`src/rtl/eq_pkg.sv`:
```
// Shared constants and types for the equalizer gain scheduler.
//   NBANDS / W / ACC_W : band count, sample width, accumulator width
//   IDX_W              : width of the band index counter
//   GAIN_*             : 2-bit gain select codes understood by ampl_2bit
//   state_t            : scheduler FSM encoding
//   ACC_MAX / ACC_MIN  : signed W-bit limits expressed at accumulator width
package eq_pkg;
  localparam int NBANDS = 5;
  localparam int W      = 16;
  localparam int ACC_W  = 19;
  localparam int IDX_W  = $clog2(NBANDS);

  localparam logic [1:0] GAIN_X1   = 2'b00;
  localparam logic [1:0] GAIN_X2   = 2'b01;
  localparam logic [1:0] GAIN_X4   = 2'b10;
  localparam logic [1:0] GAIN_DIV4 = 2'b11;

  typedef enum logic [1:0] {
    IDLE = 2'd0,
    RUN  = 2'd1,
    DONE = 2'd2
  } state_t;

  localparam logic signed [ACC_W-1:0] ACC_MAX = ACC_W'((1 << (W-1)) - 1);
  localparam logic signed [ACC_W-1:0] ACC_MIN = -ACC_MAX - ACC_W'(1);
endpackage

```
`src/rtl/band_gain_sched_if.sv`:
```
// Bus between the FIR bank / audio path and band_gain_sched.
// Handshake: a sample transfers on a rising clock edge where i_valid and
// o_ready are both high. i_valid while o_ready is low is not stalled; that
// sample is dropped and counted in o_drop_cnt. o_valid is a one-cycle pulse
// with no back-pressure; o_mix/o_sat hold their value until the next result.
//   i_valid/i_bands   : sample strobe and packed band samples (band k at [k*W +: W])
//   i_cfg_we/i_cfg    : gain config write strobe and packed 2-bit gain selects
//   o_ready           : block idle, a new sample will be accepted
//   o_valid/o_mix/o_sat : result pulse, saturated mix, clip flag
//   o_drop_cnt        : saturating overrun counter
//   o_state           : FSM state for observation
interface band_gain_sched_if;
  import eq_pkg::*;

  logic                  i_valid;
  logic [NBANDS*W-1:0]   i_bands;
  logic                  i_cfg_we;
  logic [2*NBANDS-1:0]   i_cfg;
  logic                  o_ready;
  logic                  o_valid;
  logic [W-1:0]          o_mix;
  logic                  o_sat;
  logic [7:0]            o_drop_cnt;
  state_t                o_state;

  modport slave (
    input  i_valid, i_bands, i_cfg_we, i_cfg,
    output o_ready, o_valid, o_mix, o_sat, o_drop_cnt, o_state
  );

  modport master (
    output i_valid, i_bands, i_cfg_we, i_cfg,
    input  o_ready, o_valid, o_mix, o_sat, o_drop_cnt, o_state
  );
endinterface

```
`src/rtl/band_gain_sched_ampl_2bit.sv`:
```
// ampl_2bit: combinational 2-bit gain stage shared by all bands.
//   i_x    : signed W-bit sample
//   i_gain : gain code (x1, x2, x4, /4)
//   o_y    : scaled sample; x2/x4 wrap (MSBs discarded), /4 floors toward -inf
module ampl_2bit
  import eq_pkg::*;
(
  input  logic signed [W-1:0] i_x,
  input  logic [1:0]          i_gain,
  output logic signed [W-1:0] o_y
);

  always_comb begin
    o_y = i_x;
    case (i_gain)
      GAIN_X1:   o_y = i_x;
      GAIN_X2:   o_y = {i_x[W-2:0], 1'b0};
      GAIN_X4:   o_y = {i_x[W-3:0], 2'b00};
      GAIN_DIV4: o_y = i_x >>> 2;
      default:   o_y = i_x;
    endcase
  end

endmodule

```
`src/rtl/band_gain_sched.sv`:
```
// band_gain_sched: schedules one shared ampl_2bit across NBANDS band samples,
// accumulates the scaled bands and saturates the sum to W bits.
//   i_clk   : system clock
//   i_rst_n : asynchronous active-low reset
//   bus     : sample/config inputs and result/status outputs (slave modport)
// Flow: IDLE accepts a sample (snapshot of bands + active config), RUN adds one
// band per cycle, DONE saturates and registers the result, back to IDLE.
module band_gain_sched
  import eq_pkg::*;
(
  input  logic               i_clk,
  input  logic               i_rst_n,
  band_gain_sched_if.slave   bus
);

  state_t                     r_state;
  state_t                     w_next;

  logic [2*NBANDS-1:0]        r_cfg;
  logic [2*NBANDS-1:0]        r_shadow;
  logic [NBANDS*W-1:0]        r_bands;
  logic signed [ACC_W-1:0]    r_acc;
  logic [IDX_W-1:0]           r_idx;
  logic                       r_valid;
  logic [W-1:0]               r_mix;
  logic                       r_sat;
  logic [7:0]                 r_drop;

  logic                       w_ready;
  logic                       w_accept;
  logic                       w_step;
  logic                       w_finish;
  logic                       w_drop;
  logic signed [W-1:0]        w_band;
  logic [1:0]                 w_gain;
  logic signed [W-1:0]        w_amp;
  logic [W-1:0]               w_sat_mix;
  logic                       w_sat_flag;

  // State register
  always_ff @(posedge i_clk or negedge i_rst_n) begin
    if (!i_rst_n) r_state <= IDLE;
    else          r_state <= w_next;
  end

  // Next-state logic
  always_comb begin
    w_next = r_state;
    case (r_state)
      IDLE:    if (bus.i_valid) w_next = RUN;
      RUN:     if (r_idx == IDX_W'(NBANDS-1)) w_next = DONE;
      DONE:    w_next = IDLE;
      default: w_next = IDLE;
    endcase
  end

  // FSM-derived controls
  always_comb begin
    w_ready  = (r_state == IDLE);
    w_accept = w_ready & bus.i_valid;
    w_step   = (r_state == RUN);
    w_finish = (r_state == DONE);
    w_drop   = bus.i_valid & ~w_ready;
  end

  // Band mux from the snapshot; gain comes from the shadow config so that
  // config writes during a sample only take effect on the next one.
  always_comb begin
    w_band = '0;
    w_gain = GAIN_X1;
    for (int k = 0; k < NBANDS; k++) begin
      if (r_idx == IDX_W'(k)) begin
        w_band = r_bands[k*W +: W];
        w_gain = r_shadow[2*k +: 2];
      end
    end
  end

  ampl_2bit u_ampl (
    .i_x    (w_band),
    .i_gain (w_gain),
    .o_y    (w_amp)
  );

  // Saturation of the finished accumulator to W bits
  always_comb begin
    w_sat_mix  = r_acc[W-1:0];
    w_sat_flag = 1'b0;
    if (r_acc > ACC_MAX) begin
      w_sat_mix  = {1'b0, {(W-1){1'b1}}};
      w_sat_flag = 1'b1;
    end else if (r_acc < ACC_MIN) begin
      w_sat_mix  = {1'b1, {(W-1){1'b0}}};
      w_sat_flag = 1'b1;
    end
  end

  // Datapath and status registers
  always_ff @(posedge i_clk or negedge i_rst_n) begin
    if (!i_rst_n) begin
      r_cfg    <= '0;
      r_shadow <= '0;
      r_bands  <= '0;
      r_acc    <= '0;
      r_idx    <= '0;
      r_valid  <= 1'b0;
      r_mix    <= '0;
      r_sat    <= 1'b0;
      r_drop   <= '0;
    end else begin
      r_valid <= w_finish;
      // The snapshot below samples r_cfg before this write lands, so a
      // simultaneous write and accept uses the old config.
      if (bus.i_cfg_we) r_cfg <= bus.i_cfg;
      if (w_accept) begin
        r_shadow <= r_cfg;
        r_bands  <= bus.i_bands;
        r_acc    <= '0;
        r_idx    <= '0;
      end
      if (w_step) begin
        r_acc <= r_acc + {{(ACC_W-W){w_amp[W-1]}}, w_amp};
        r_idx <= r_idx + IDX_W'(1);
      end
      if (w_finish) begin
        r_mix <= w_sat_mix;
        r_sat <= w_sat_flag;
      end
      if (w_drop && (r_drop != 8'hFF)) r_drop <= r_drop + 8'd1;
    end
  end

  assign bus.o_ready    = w_ready;
  assign bus.o_valid    = r_valid;
  assign bus.o_mix      = r_mix;
  assign bus.o_sat      = r_sat;
  assign bus.o_drop_cnt = r_drop;
  assign bus.o_state    = r_state;

endmodule

```
`src/flat_wrapper.sv`:
```
// flat-port wrapper written by rule: the top's interface ports become plain ports
module band_gain_sched_flat import eq_pkg::*;
  (i_clk, i_rst_n, bus_i_valid, bus_i_bands, bus_i_cfg_we, bus_i_cfg, bus_o_ready, bus_o_valid, bus_o_mix, bus_o_sat, bus_o_drop_cnt, bus_o_state);
  band_gain_sched_if bus_i ();
  input  logic i_clk;
  input  logic i_rst_n;
  input wire logic [$bits(bus_i.i_valid)-1:0] bus_i_valid;
  input wire logic [$bits(bus_i.i_bands)-1:0] bus_i_bands;
  input wire logic [$bits(bus_i.i_cfg_we)-1:0] bus_i_cfg_we;
  input wire logic [$bits(bus_i.i_cfg)-1:0] bus_i_cfg;
  output wire logic [$bits(bus_i.o_ready)-1:0] bus_o_ready;
  output wire logic [$bits(bus_i.o_valid)-1:0] bus_o_valid;
  output wire logic [$bits(bus_i.o_mix)-1:0] bus_o_mix;
  output wire logic [$bits(bus_i.o_sat)-1:0] bus_o_sat;
  output wire logic [$bits(bus_i.o_drop_cnt)-1:0] bus_o_drop_cnt;
  output wire logic [$bits(bus_i.o_state)-1:0] bus_o_state;
  assign bus_i.i_valid = bus_i_valid;
  assign bus_i.i_bands = bus_i_bands;
  assign bus_i.i_cfg_we = bus_i_cfg_we;
  assign bus_i.i_cfg = bus_i_cfg;
  assign bus_o_ready = bus_i.o_ready;
  assign bus_o_valid = bus_i.o_valid;
  assign bus_o_mix = bus_i.o_mix;
  assign bus_o_sat = bus_i.o_sat;
  assign bus_o_drop_cnt = bus_i.o_drop_cnt;
  assign bus_o_state = bus_i.o_state;
  band_gain_sched u_core (.i_clk(i_clk), .i_rst_n(i_rst_n), .bus(bus_i));
endmodule
```
`config.mk`:
```
export PLATFORM = sky130hd
export DESIGN_NAME = band_gain_sched_flat
export DESIGN_NICKNAME = d
export VERILOG_FILES = /design/src/rtl/eq_pkg.sv /design/src/rtl/band_gain_sched_if.sv /design/src/rtl/band_gain_sched_ampl_2bit.sv /design/src/rtl/band_gain_sched.sv /design/src/flat_wrapper.sv
export SDC_FILE = /design/constraint.sdc
export NUM_CORES = 1
export LEC_CHECK = 0
export ABC_CLOCK_PERIOD_IN_PS = 5600
export BUFFER_PORTS_ARGS = -buffer_cell sky130_fd_sc_hd__buf_2
export CORE_ASPECT_RATIO = 1.1
export CORE_MARGIN = 5
export CORE_UTILIZATION = 50
export DETAILED_ROUTE_END_ITERATION = 7
export PLACE_DENSITY = 0.78
export SLEW_MARGIN = 40
export SYNTH_ARGS = -nofsm -noshare
export SYNTH_HDL_FRONTEND = slang
export SYNTH_SLANG_ARGS = --single-unit
export TNS_END_PERCENT = 20
```
`constraint.sdc`:
```
create_clock -name i_clk -period 5.6 [get_ports i_clk]
set_input_delay 0.84 -clock i_clk [delete_from_list [all_inputs] [get_ports i_clk]]
set_output_delay 0.84 -clock i_clk [all_outputs]
set_load 0.05 [all_outputs]
```
==> results.py, run 1 <==
metrics = {
    "worst_setup_path": {
        "criticalPathCategory": "reg -> reg",
        "cp-end-kind": "flip-flop",
        "cp-start-kind": "flip-flop",
        "worstPathArrival_ns": 5.15,
        "path_max_fanout": 18,
        "cp_data_required_time_ns": 5.95,
    },
    "drt": {
        "dr.first_iter.drc_count": 319,
        "num_vias": 5690,
        "wl_per_cell_um": 16.28,
        "post-route-drc-count": 0,
        "drtPass1Iterations": 5,
        "post_drt_via_cell_ratio": 5.519,
        "routed_wl_mm": 16.79,
        "ant_nets": 0,
    },
    "die": {
        "die_w_um": 127.6,
        "die_area_um2": 17780,
        "core-area_um2": 15000,
        "ios": 123,
        "initial_core_util": 0.5071,
        "die_y_um": 139.3,
        "placementRows": 47,
    },
    "sta": {
        "finalSetupTns_ns": 0,
        "fin_crit_sh": 0.8561,
        "tightest_slew_ns": 0.8107,
        "fmax_mhz": 208.6,
        "setup_violations": 0,
        "rsz0062_at_grt": "no",
        "slew_headroom": 0.4595,
        "finClkSkew_ns": 0.008806,
        "slew_violations": 0,
        "min_period_ns": 4.794,
        "hold_viol_final": 0,
    },
    "synth": {
        "synth_area_leaders": "dfrtp_1 49%, mux2_2 15%, nand2_1 4.6%",
        "avgSynthCellArea_um2": 10.65,
        "async_flop_share": 1.000,
        "synth.distinct_cells": 51,
        "synth_edf_count": 0,
        "ys_seq_area_frac": 0.4937,
        "syn-num-nets": 834,
        "ys_seq_elements": 150,
        "synthFlopType": "dfrtp_1",
        "yosys.area.top_type_share": 0.4937,
        "synthesis.area_um2": 7604,
        "yosys.area.top_type": "dfrtp_1",
        "synth_cells": 714,
        "ys_warn_count": 0,
    },
    "grt": {
        "gr-usage-all-layers": 0.1937,
        "grt_pass1_wl_mm": 28.06,
        "grt_pass1_vias": 5883,
        "overflow": 0,
        "antenna_found_initial": 0,
        "grt_max_degree": 103,
    },
    "clock_tree": {
        "cts_buffers": 17,
        "clock_path_buffers": 2,
        "cts_hold_buf": 0,
        "ctsResizeCount": 0,
        "clockRootBuffer": "clkbuf_16",
        "htreeDepth": 4,
        "cts_setup_buffers": 0,
        "clk_pin_slew_ns": 0.06,
        "clock_latency_ns": 0.42,
        "cts_tree": "built",
        "clkSinkCount": 150,
    },
    "placement": {
        "place_hpwl_mm": 12.42,
        "io_buffers": 122,
        "gp_congestion": 0.9142,
    },
    "cells_and_area": {
        "fin_util": 0.6028,
        "seq_area_um2": 3754,
        "drive_gt1_frac": 0.3234,
        "multi_input_area_um2": 3642,
        "antenna_cells": 0,
        "final_common_cell": "dfrtp_1",
        "area_delta_synth_final_pct": 18.89,
        "final_cell_mix": "150 x dfrtp_1, 122 x buf_2, 99 x mux2_2",
        "nets": 942,
        "fill_cells": 1259,
    },
    "min_path": {
        "hold_path_class": "in -> async",
    },
    "job": {
        "drv_cap": 0,
    },
    "outcome": {
        "status": "finished, final reports clean",
    },
}
-- per-layer routing --
layer | vias to the layer above | part of all wire | global-route usage
li1 | 2782 | - | -
met1 | 2746 | 0.46 | 0.2618
met2 | 140 | 0.48 | 0.3097
met3 | 22 | 0.045 | 0.04216
met4 | 0 | 0.016 | 0.06760
met5 | - | 0 | 0
-- metrics by stage --
| step | cells | hold slack, ns | area [um^2] | setup WS (ns) |
|---|---|---|---|---|
| 2_1_floorplan | 714 | 0.4460 | 7604 | 1.355 |
| 3_3_place_gp | 996 | 0.4443 | 8349 | 1.005 |
| 3_5_place_dp | 998 | 0.4519 | 8368 | 0.9328 |
| 4_1_cts | 1030 | 0.4658 | 9009 | 0.8909 |
| 5_1_grt | 1031 | 0.2894 | 9040 | 0.3659 |
| 6_report | 1031 | 0.2849 | 9040 | 0.8059 |
-- critical path, cell delays in order, from the launching register on --
cell	delay, ns
dfrtp_1	0.40
inv_1	0.11
ha_1	0.36
nand2_1	0.42
nand3b_1	0.30
o221a_1	0.59
nand2_1	0.09
and3_1	0.20
a31oi_1	0.14
ha_1	0.31
a211oi_1	0.29
o21bai_1	0.15
a211oi_1	0.22
o21ai_1	0.16
o41ai_1	0.42
xnor2_1	0.15
or3_1	0.32
nand3_1	0.08
-- synthesized netlist by cell type, types with 2 or more instances --
master	n
a211oi_1	5
a21o_1	14
a21oi_1	42
a221o_1	3
a221oi_1	13
a31oi_1	12
and2_1	2
and3_1	6
buf_2	2
clkbuf_1	39
dfrtp_1	150
ha_1	25
inv_1	12
mux2_2	99
mux2i_1	4
nand2_1	94
nand2b_1	4
nand3_1	11
nand3b_1	8
nor2_1	38
nor2b_1	6
nor3_1	13
nor3b_1	2
o211ai_1	3
o21ai_0	27
o21ai_1	11
o21bai_1	4
o221ai_1	3
o22ai_1	14
o31ai_1	3
or3_1	3
xnor2_1	15
xor2_1	9
-- logic make-up after synthesis --
group | Yosys count | synth area share
AOI/OAI and AO/OA | 165 | 0.1407
xor gates and xnor gates | 24 | 0.02765
adders and majority gates | 26 | 0.04377
buffers and inverters | 55 | 0.02847
DFF | 150 | 0.4937
muxes | 104 | 0.1548
and+or+nand+nor | 190 | 0.1109
-- sequential cells by signal, indices dropped and copies added, names as in the netlist --
name,cells
u_core.bus.o_drop_cnt,8
u_core.r_acc,19
u_core.r_shadow,10
u_core.r_idx,3
u_core.r_bands,80
u_core.bus.o_state,2
u_core.r_cfg,10
u_core.bus.o_valid,1
u_core.bus.o_mix,16
u_core.bus.o_sat,1
-- cell type report --
class,instances,area share
Sequential cell,150,0.4152
Clock buffer,19,0.04900
Timing Repair Buffer,132,0.07889
Clock inverter,13,0.02187
Tap cell,196,0.02713
Inverter,12,0.004983
Multi-Input combinational cell,509,0.4029
-- worst paths after layout --
| kind | from | end | slack, ns | cells after the start |
|---|---|---|---|---|
| max | u_core.r_idx[1]$_DFFE_PN0P_ | u_core.r_acc[18]$_DFFE_PN0P_ | 0.81 | 17 |
| min | i_rst_n | u_core.bus.o_drop_cnt[7]$_DFFE_PN0P_ | 0.28 | 1 |
| min reg2reg | u_core.bus.o_mix[8]$_DFFE_PN0P_ | u_core.bus.o_mix[8]$_DFFE_PN0P_ | 0.46 | 2 |
| max reg2reg | u_core.r_idx[1]$_DFFE_PN0P_ | u_core.r_acc[18]$_DFFE_PN0P_ | 0.81 | 17 |
| min in group i_clk | u_core.bus.o_mix[8]$_DFFE_PN0P_ | u_core.bus.o_mix[8]$_DFFE_PN0P_ | 0.46 | 2 |
| max in group asynchronous | i_rst_n | u_core.r_bands[33]$_DFFE_PN0P_ | 4.43 | 2 |
Power of run 1 is left out: the tool's default activity adds up to more than one toggle a clock period on the data nets, which glitch-free logic cannot reach.
==> inputs of run 2 (changes only) <==
--- a/config.mk
+++ b/config.mk
@@ -5,13 +5,14 @@
 export SDC_FILE = /design/constraint.sdc
 export NUM_CORES = 1
 export LEC_CHECK = 0
-export ABC_CLOCK_PERIOD_IN_PS = 5600
+export ABC_CLOCK_PERIOD_IN_PS = 6000
 export BUFFER_PORTS_ARGS = -buffer_cell sky130_fd_sc_hd__buf_2
 export CORE_ASPECT_RATIO = 1.1
 export CORE_MARGIN = 5
 export CORE_UTILIZATION = 50
 export DETAILED_ROUTE_END_ITERATION = 7
 export PLACE_DENSITY = 0.78
+export RECOVER_POWER = 100
 export SLEW_MARGIN = 40
 export SYNTH_ARGS = -nofsm -noshare
 export SYNTH_HDL_FRONTEND = slang
==> constraint.sdc (replaced) <==
create_clock -name i_clk -period 6 [get_ports i_clk]
set_input_delay 0.9 -clock i_clk [delete_from_list [all_inputs] [get_ports i_clk]]
set_output_delay 0.9 -clock i_clk [all_outputs]
set_load 0.05 [all_outputs]
==> run 2 against run 1 <==
The flow now finishes with violations (capacitance limit, slew limit). Wire length increased by 0.59%. Critical path depth decreased by 12. Final cell count unchanged.
==> results.py, run 2 (synthesis results as in run 1) <==
metrics = {
    "die": {
        "die_area_um2": 17780,
        "die_y_um": 139.3,
        "initial_core_util": 0.5071,
        "die_w_um": 127.6,
        "ios": 123,
        "core-area_um2": 15000,
        "placementRows": 47,
    },
    "grt": {
        "overflow": 0,
        "gr-usage-all-layers": 0.1974,
        "antenna_found_initial": 0,
        "grt_max_degree": 95,
        "grt_pass1_vias": 5738,
        "grt_pass1_wl_mm": 28.55,
    },
    "sta": {
        "fin_crit_sh": 0.8523,
        "rsz0062_at_grt": "no",
        "tightest_slew_ns": 2.292,
        "hold_viol_final": 0,
        "setup_violations": 0,
        "min_period_ns": 5.114,
        "slew_headroom": -0.5290,
        "slew_violations": 111,
        "finClkSkew_ns": 0.007685,
        "fmax_mhz": 195.5,
        "finalSetupTns_ns": 0,
    },
    "clock_tree": {
        "ctsResizeCount": 0,
        "cts_tree": "built",
        "clk_pin_slew_ns": 0.06,
        "clkSinkCount": 150,
        "clockRootBuffer": "clkbuf_16",
        "clock_path_buffers": 2,
        "clock_latency_ns": 0.42,
        "htreeDepth": 4,
        "cts_buffers": 17,
        "cts_setup_buffers": 0,
        "cts_hold_buf": 0,
    },
    "placement": {
        "gp_congestion": 0.8988,
        "place_hpwl_mm": 12.17,
        "io_buffers": 122,
    },
    "worst_setup_path": {
        "cp-end-kind": "flip-flop",
        "criticalPathCategory": "reg -> reg",
        "cp-start-kind": "flip-flop",
        "worstPathArrival_ns": 5.41,
        "path_max_fanout": 43,
        "cp_data_required_time_ns": 6.29,
    },
    "cells_and_area": {
        "area_delta_synth_final_pct": 17.16,
        "drive_gt1_frac": 0.2790,
        "nets": 942,
        "antenna_cells": 0,
        "final_cell_mix": "150 x dfrtp_1, 99 x mux2_2, 94 x nand2_1",
        "largest_register_ff_count": 80,
        "top_register": "u_core.r_bands",
        "final_common_cell": "dfrtp_1",
    },
    "drt": {
        "post_drt_via_cell_ratio": 5.599,
        "routed_wl_mm": 16.89,
        "ant_nets": 0,
        "num_vias": 5773,
        "drtPass1Iterations": 5,
        "post-route-drc-count": 0,
        "dr.first_iter.drc_count": 363,
        "wl_per_cell_um": 16.38,
    },
    "outcome": {
        "status": "finished with violations",
        "violations": "capacitance limit, slew limit",
    },
    "job": {
        "drv_cap": 3,
    },
    "min_path": {
        "hold_path_class": "reg -> reg",
    },
}
==> run 2: final timing paths <==
kind / from / to / slack, ns / cells after the start
hold reg to reg: u_core.bus.o_mix[11]$_DFFE_PN0P_ / u_core.bus.o_mix[11]$_DFFE_PN0P_ / 0.46 / 2
setup / recovery: u_core.bus.o_state[0]$_DFFE_PN0P_ / u_core.r_bands[66]$_DFFE_PN0P_ / 0.89 / 5
hold / removal: u_core.bus.o_mix[11]$_DFFE_PN0P_ / u_core.bus.o_mix[11]$_DFFE_PN0P_ / 0.46 / 2
max in group asynchronous: i_rst_n / u_core.r_bands[49]$_DFFE_PN0P_ / 1.84 / 3
min in group asynchronous: i_rst_n / u_core.bus.o_drop_cnt[1]$_DFFE_PN0P_ / 0.76 / 1
setup reg to reg: u_core.bus.o_state[0]$_DFFE_PN0P_ / u_core.r_bands[66]$_DFFE_PN0P_ / 0.89 / 5
==> run 2: routing by layer <==
layer  track usage  share of wire  vias to the layer above
met5             0              0                        -
li1              -              -                     2782
met4       0.06592          0.018                        0
met3       0.03833          0.056                       20
met1        0.2789           0.45                     2797
met2        0.3075           0.48                      174
==> run 2: cell type report <==
cell class                 instances  area [um^2]
fill                            1289         6087
sequential                       150         3754
multi-input combinational        509         3636
timing repair buffer             132        653.1
clock buffer                      20        446.7
tap                              196        245.2
clock inverter                    12        128.9
inverter                          12        45.04
==> run 2: stage by stage <==
step / setup WS (ns) / instances / hold WS (ns) / instance area [um^2] / utilization
floorplan: 1.755 / 714 / 0.4460 / 7604 / -
finish: 0.8860 / 1031 / 0.4619 / 8909 / 0.5941
global placement: 1.318 / 996 / 0.4458 / 8349 / 0.5568
CTS: 1.219 / 1028 / 0.4669 / 8927 / 0.5953
detailed placement: 1.239 / 996 / 0.4535 / 8352 / 0.5569
global route: 0.4714 / 1031 / 0.5027 / 8909 / 0.5941
==> run 2: worst max-delay path: stages, from the launching register on <==
cell and delay (ns):
dfrtp_1 0.44, nor2_1 0.15, and2_0 1.69, clkbuf_1 1.26
clkbuf_2 1.00, mux2_2 0.43
Power of run 2 is left out for the same reason.
==> inputs of run 3 (changes only) <==
--- a/config.mk
+++ b/config.mk
@@ -9,9 +9,9 @@
 export BUFFER_PORTS_ARGS = -buffer_cell sky130_fd_sc_hd__buf_2
 export CORE_ASPECT_RATIO = 1.1
 export CORE_MARGIN = 5
-export CORE_UTILIZATION = 50
+export CORE_UTILIZATION = 61
 export DETAILED_ROUTE_END_ITERATION = 7
-export PLACE_DENSITY = 0.78
+export PLACE_DENSITY = 0.91
 export RECOVER_POWER = 100
 export SLEW_MARGIN = 40
 export SYNTH_ARGS = -nofsm -noshare
==> run 3 against run 2 <==
The run still ends with capacitance limit, slew limit left. Design area decreased by 0.76%. Sequential cell count unchanged. Global-route usage increased by 6.3 points. Largest cell class unchanged. Critical path type unchanged. First-iteration DRC count increased by 19%. Count of clock-buffer cells in the layout increased by 2. Worst setup slack improved by 0.013 ns. Sequential share of layout area increased by 0.32 points. Worst hold slack improved by 0.0059 ns.
==> results.py, run 3 (synthesis results as in run 1) <==
metrics = {
    "drt": {
        "wl_per_cell_um": 18.88,
        "num_vias": 5993,
        "dr.first_iter.drc_count": 431,
        "drtPass1Iterations": 5,
        "post-route-drc-count": 0,
        "ant_nets": 0,
        "routed_wl_mm": 18.57,
        "post_drt_via_cell_ratio": 6.090,
    },
    "worst_setup_path": {
        "path_max_fanout": 61,
        "rrSetupSlack_ns": 0.90,
        "timing.rr.start": "u_core.bus.o_state[1]$_DFFE_PN0P_",
        "criticalPathCategory": "reg -> reg",
        "worstPathArrival_ns": 5.40,
        "cp-end-kind": "flip-flop",
        "r2r_end": "u_core.r_bands[9]$_DFFE_PN0P_",
        "cp_cell_sequence": "nor2_1 > and2_0 > clkbuf_2 > mux2_2",
        "cp_data_required_time_ns": 6.30,
        "max_stage_delay_ns": 2.65,
        "cp-start-kind": "flip-flop",
        "reg2regPathDepth": 4,
        "critPathSlowestCell": "and2_0",
    },
    "placement": {
        "gp_congestion": 0.8887,
        "place_hpwl_mm": 12.87,
        "dpl_worst_slack_ns": 1.276,
        "io_buffers": 122,
    },
    "die": {
        "initial_core_util": 0.6264,
        "die_y_um": 127.1,
        "die_area_um2": 14800,
        "core-area_um2": 12140,
        "die_w_um": 116.5,
        "placementRows": 42,
        "ios": 123,
    },
    "sta": {
        "slew_headroom": -1.942,
        "tightest_slew_ns": 4.413,
        "setup_violations": 0,
        "min_period_ns": 5.101,
        "hold_viol_final": 0,
        "fmax_mhz": 196.0,
        "slew_violations": 146,
        "fin_crit_sh": 0.8502,
        "fin_hold_ws_ns": 0.4678,
        "rsz0062_at_grt": "no",
        "setup_slack_ns": 0.8985,
        "finalSetupTns_ns": 0,
        "finClkSkew_ns": 0.007162,
    },
    "clock_tree": {
        "cts_setup_buffers": 0,
        "cts_buffers": 17,
        "ctsResizeCount": 0,
        "htreeDepth": 4,
        "clockRootBuffer": "clkbuf_16",
        "cts_hold_buf": 0,
        "clk_pin_slew_ns": 0.06,
        "clkSinkCount": 150,
        "clock_path_buffers": 2,
        "clock_latency_ns": 0.42,
        "cts_tree": "built",
    },
    "cells_and_area": {
        "fill_cells": 853,
        "final_common_cell": "dfrtp_1",
        "top_register": "u_core.r_bands",
        "final_cell_mix": "150 x dfrtp_1, 97 x mux2_2, 94 x nand2_1",
        "antenna_cells": 0,
        "area_delta_synth_final_pct": 16.27,
        "drive_gt1_frac": 0.2783,
        "nets": 940,
        "largest_register_ff_count": 80,
    },
    "min_path": {
        "whs_path_depth": 2,
        "hold_path_class": "reg -> reg",
        "min_from": "u_core.bus.o_mix[9]$_DFFE_PN0P_",
        "hold_end": "u_core.bus.o_mix[9]$_DFFE_PN0P_",
    },
    "outcome": {
        "status": "finished with violations",
        "violations": "capacitance limit, slew limit",
    },
    "grt": {
        "grt_pass1_vias": 6070,
        "gr-usage-all-layers": 0.2609,
        "grt_pass1_wl_mm": 30.13,
        "grt_max_degree": 84,
        "antenna_found_initial": 0,
        "overflow": 0,
    },
    "job": {
        "drv_cap": 2,
    },
}
[run 3: routing by layer]
metal / share of wire / wire [um] / track usage
met4: 0.026 / 486 / 0.09761
met2: 0.49 / 9161 / 0.4269
met3: 0.072 / 1344 / 0.06717
met1: 0.41 / 7581 / 0.3335
met5: 0 / 0 / 0
[run 3: through the flow]
step | cells | util | instance area (um^2)
3_3_place_gp | 954 | 0.6835 | 8297
6_report | 984 | 0.7283 | 8841
4_1_cts | 984 | 0.7319 | 8885
5_1_grt | 984 | 0.7283 | 8841
2_1_floorplan | 714 | - | 7604
3_5_place_dp | 955 | 0.6841 | 8304
[run 3: worst max-delay path by stage]
stage                     slack [ns]                              to                         startpoint  cells after the start
after global placement          1.39    u_core.r_acc[18]$_DFFE_PN0P_        u_core.r_idx[2]$_DFFE_PN0P_                     16
after CTS                       1.25    u_core.r_acc[18]$_DFFE_PN0P_        u_core.r_idx[2]$_DFFE_PN0P_                     15
after floorplan                 1.75    u_core.r_acc[18]$_DFFE_PN0P_        u_core.r_idx[0]$_DFFE_PN0P_                     20
after detailed placement        1.28    u_core.r_acc[18]$_DFFE_PN0P_        u_core.r_idx[2]$_DFFE_PN0P_                     15
final                           0.90   u_core.r_bands[9]$_DFFE_PN0P_  u_core.bus.o_state[1]$_DFFE_PN0P_                      4
after global routing            0.52  u_core.r_bands[67]$_DFFE_PN0P_                            i_rst_n                      1
[run 3: layout make-up]
cell class / instances / area, um^2 / area share
inverters: 12 / 45.04 / 0.005095
clock inverters: 7 / 96.34 / 0.01090
multi-input cells: 509 / 3638 / 0.4115
flip-flops and latches: 150 / 3754 / 0.4246
well taps: 154 / 192.7 / 0.02179
repair buffers: 130 / 630.6 / 0.07133
clock buffers: 22 / 484.2 / 0.05477
[run 3: worst max-delay path: cells and delay by family (launching register included)]
kind                   cells  cell delay, ns
AND/OR/NAND/NOR            2            2.82
flip-flops                 1            0.44
buffers and inverters      1            1.22
multiplexers               1            0.44
Power of run 3 is left out for the same reason.
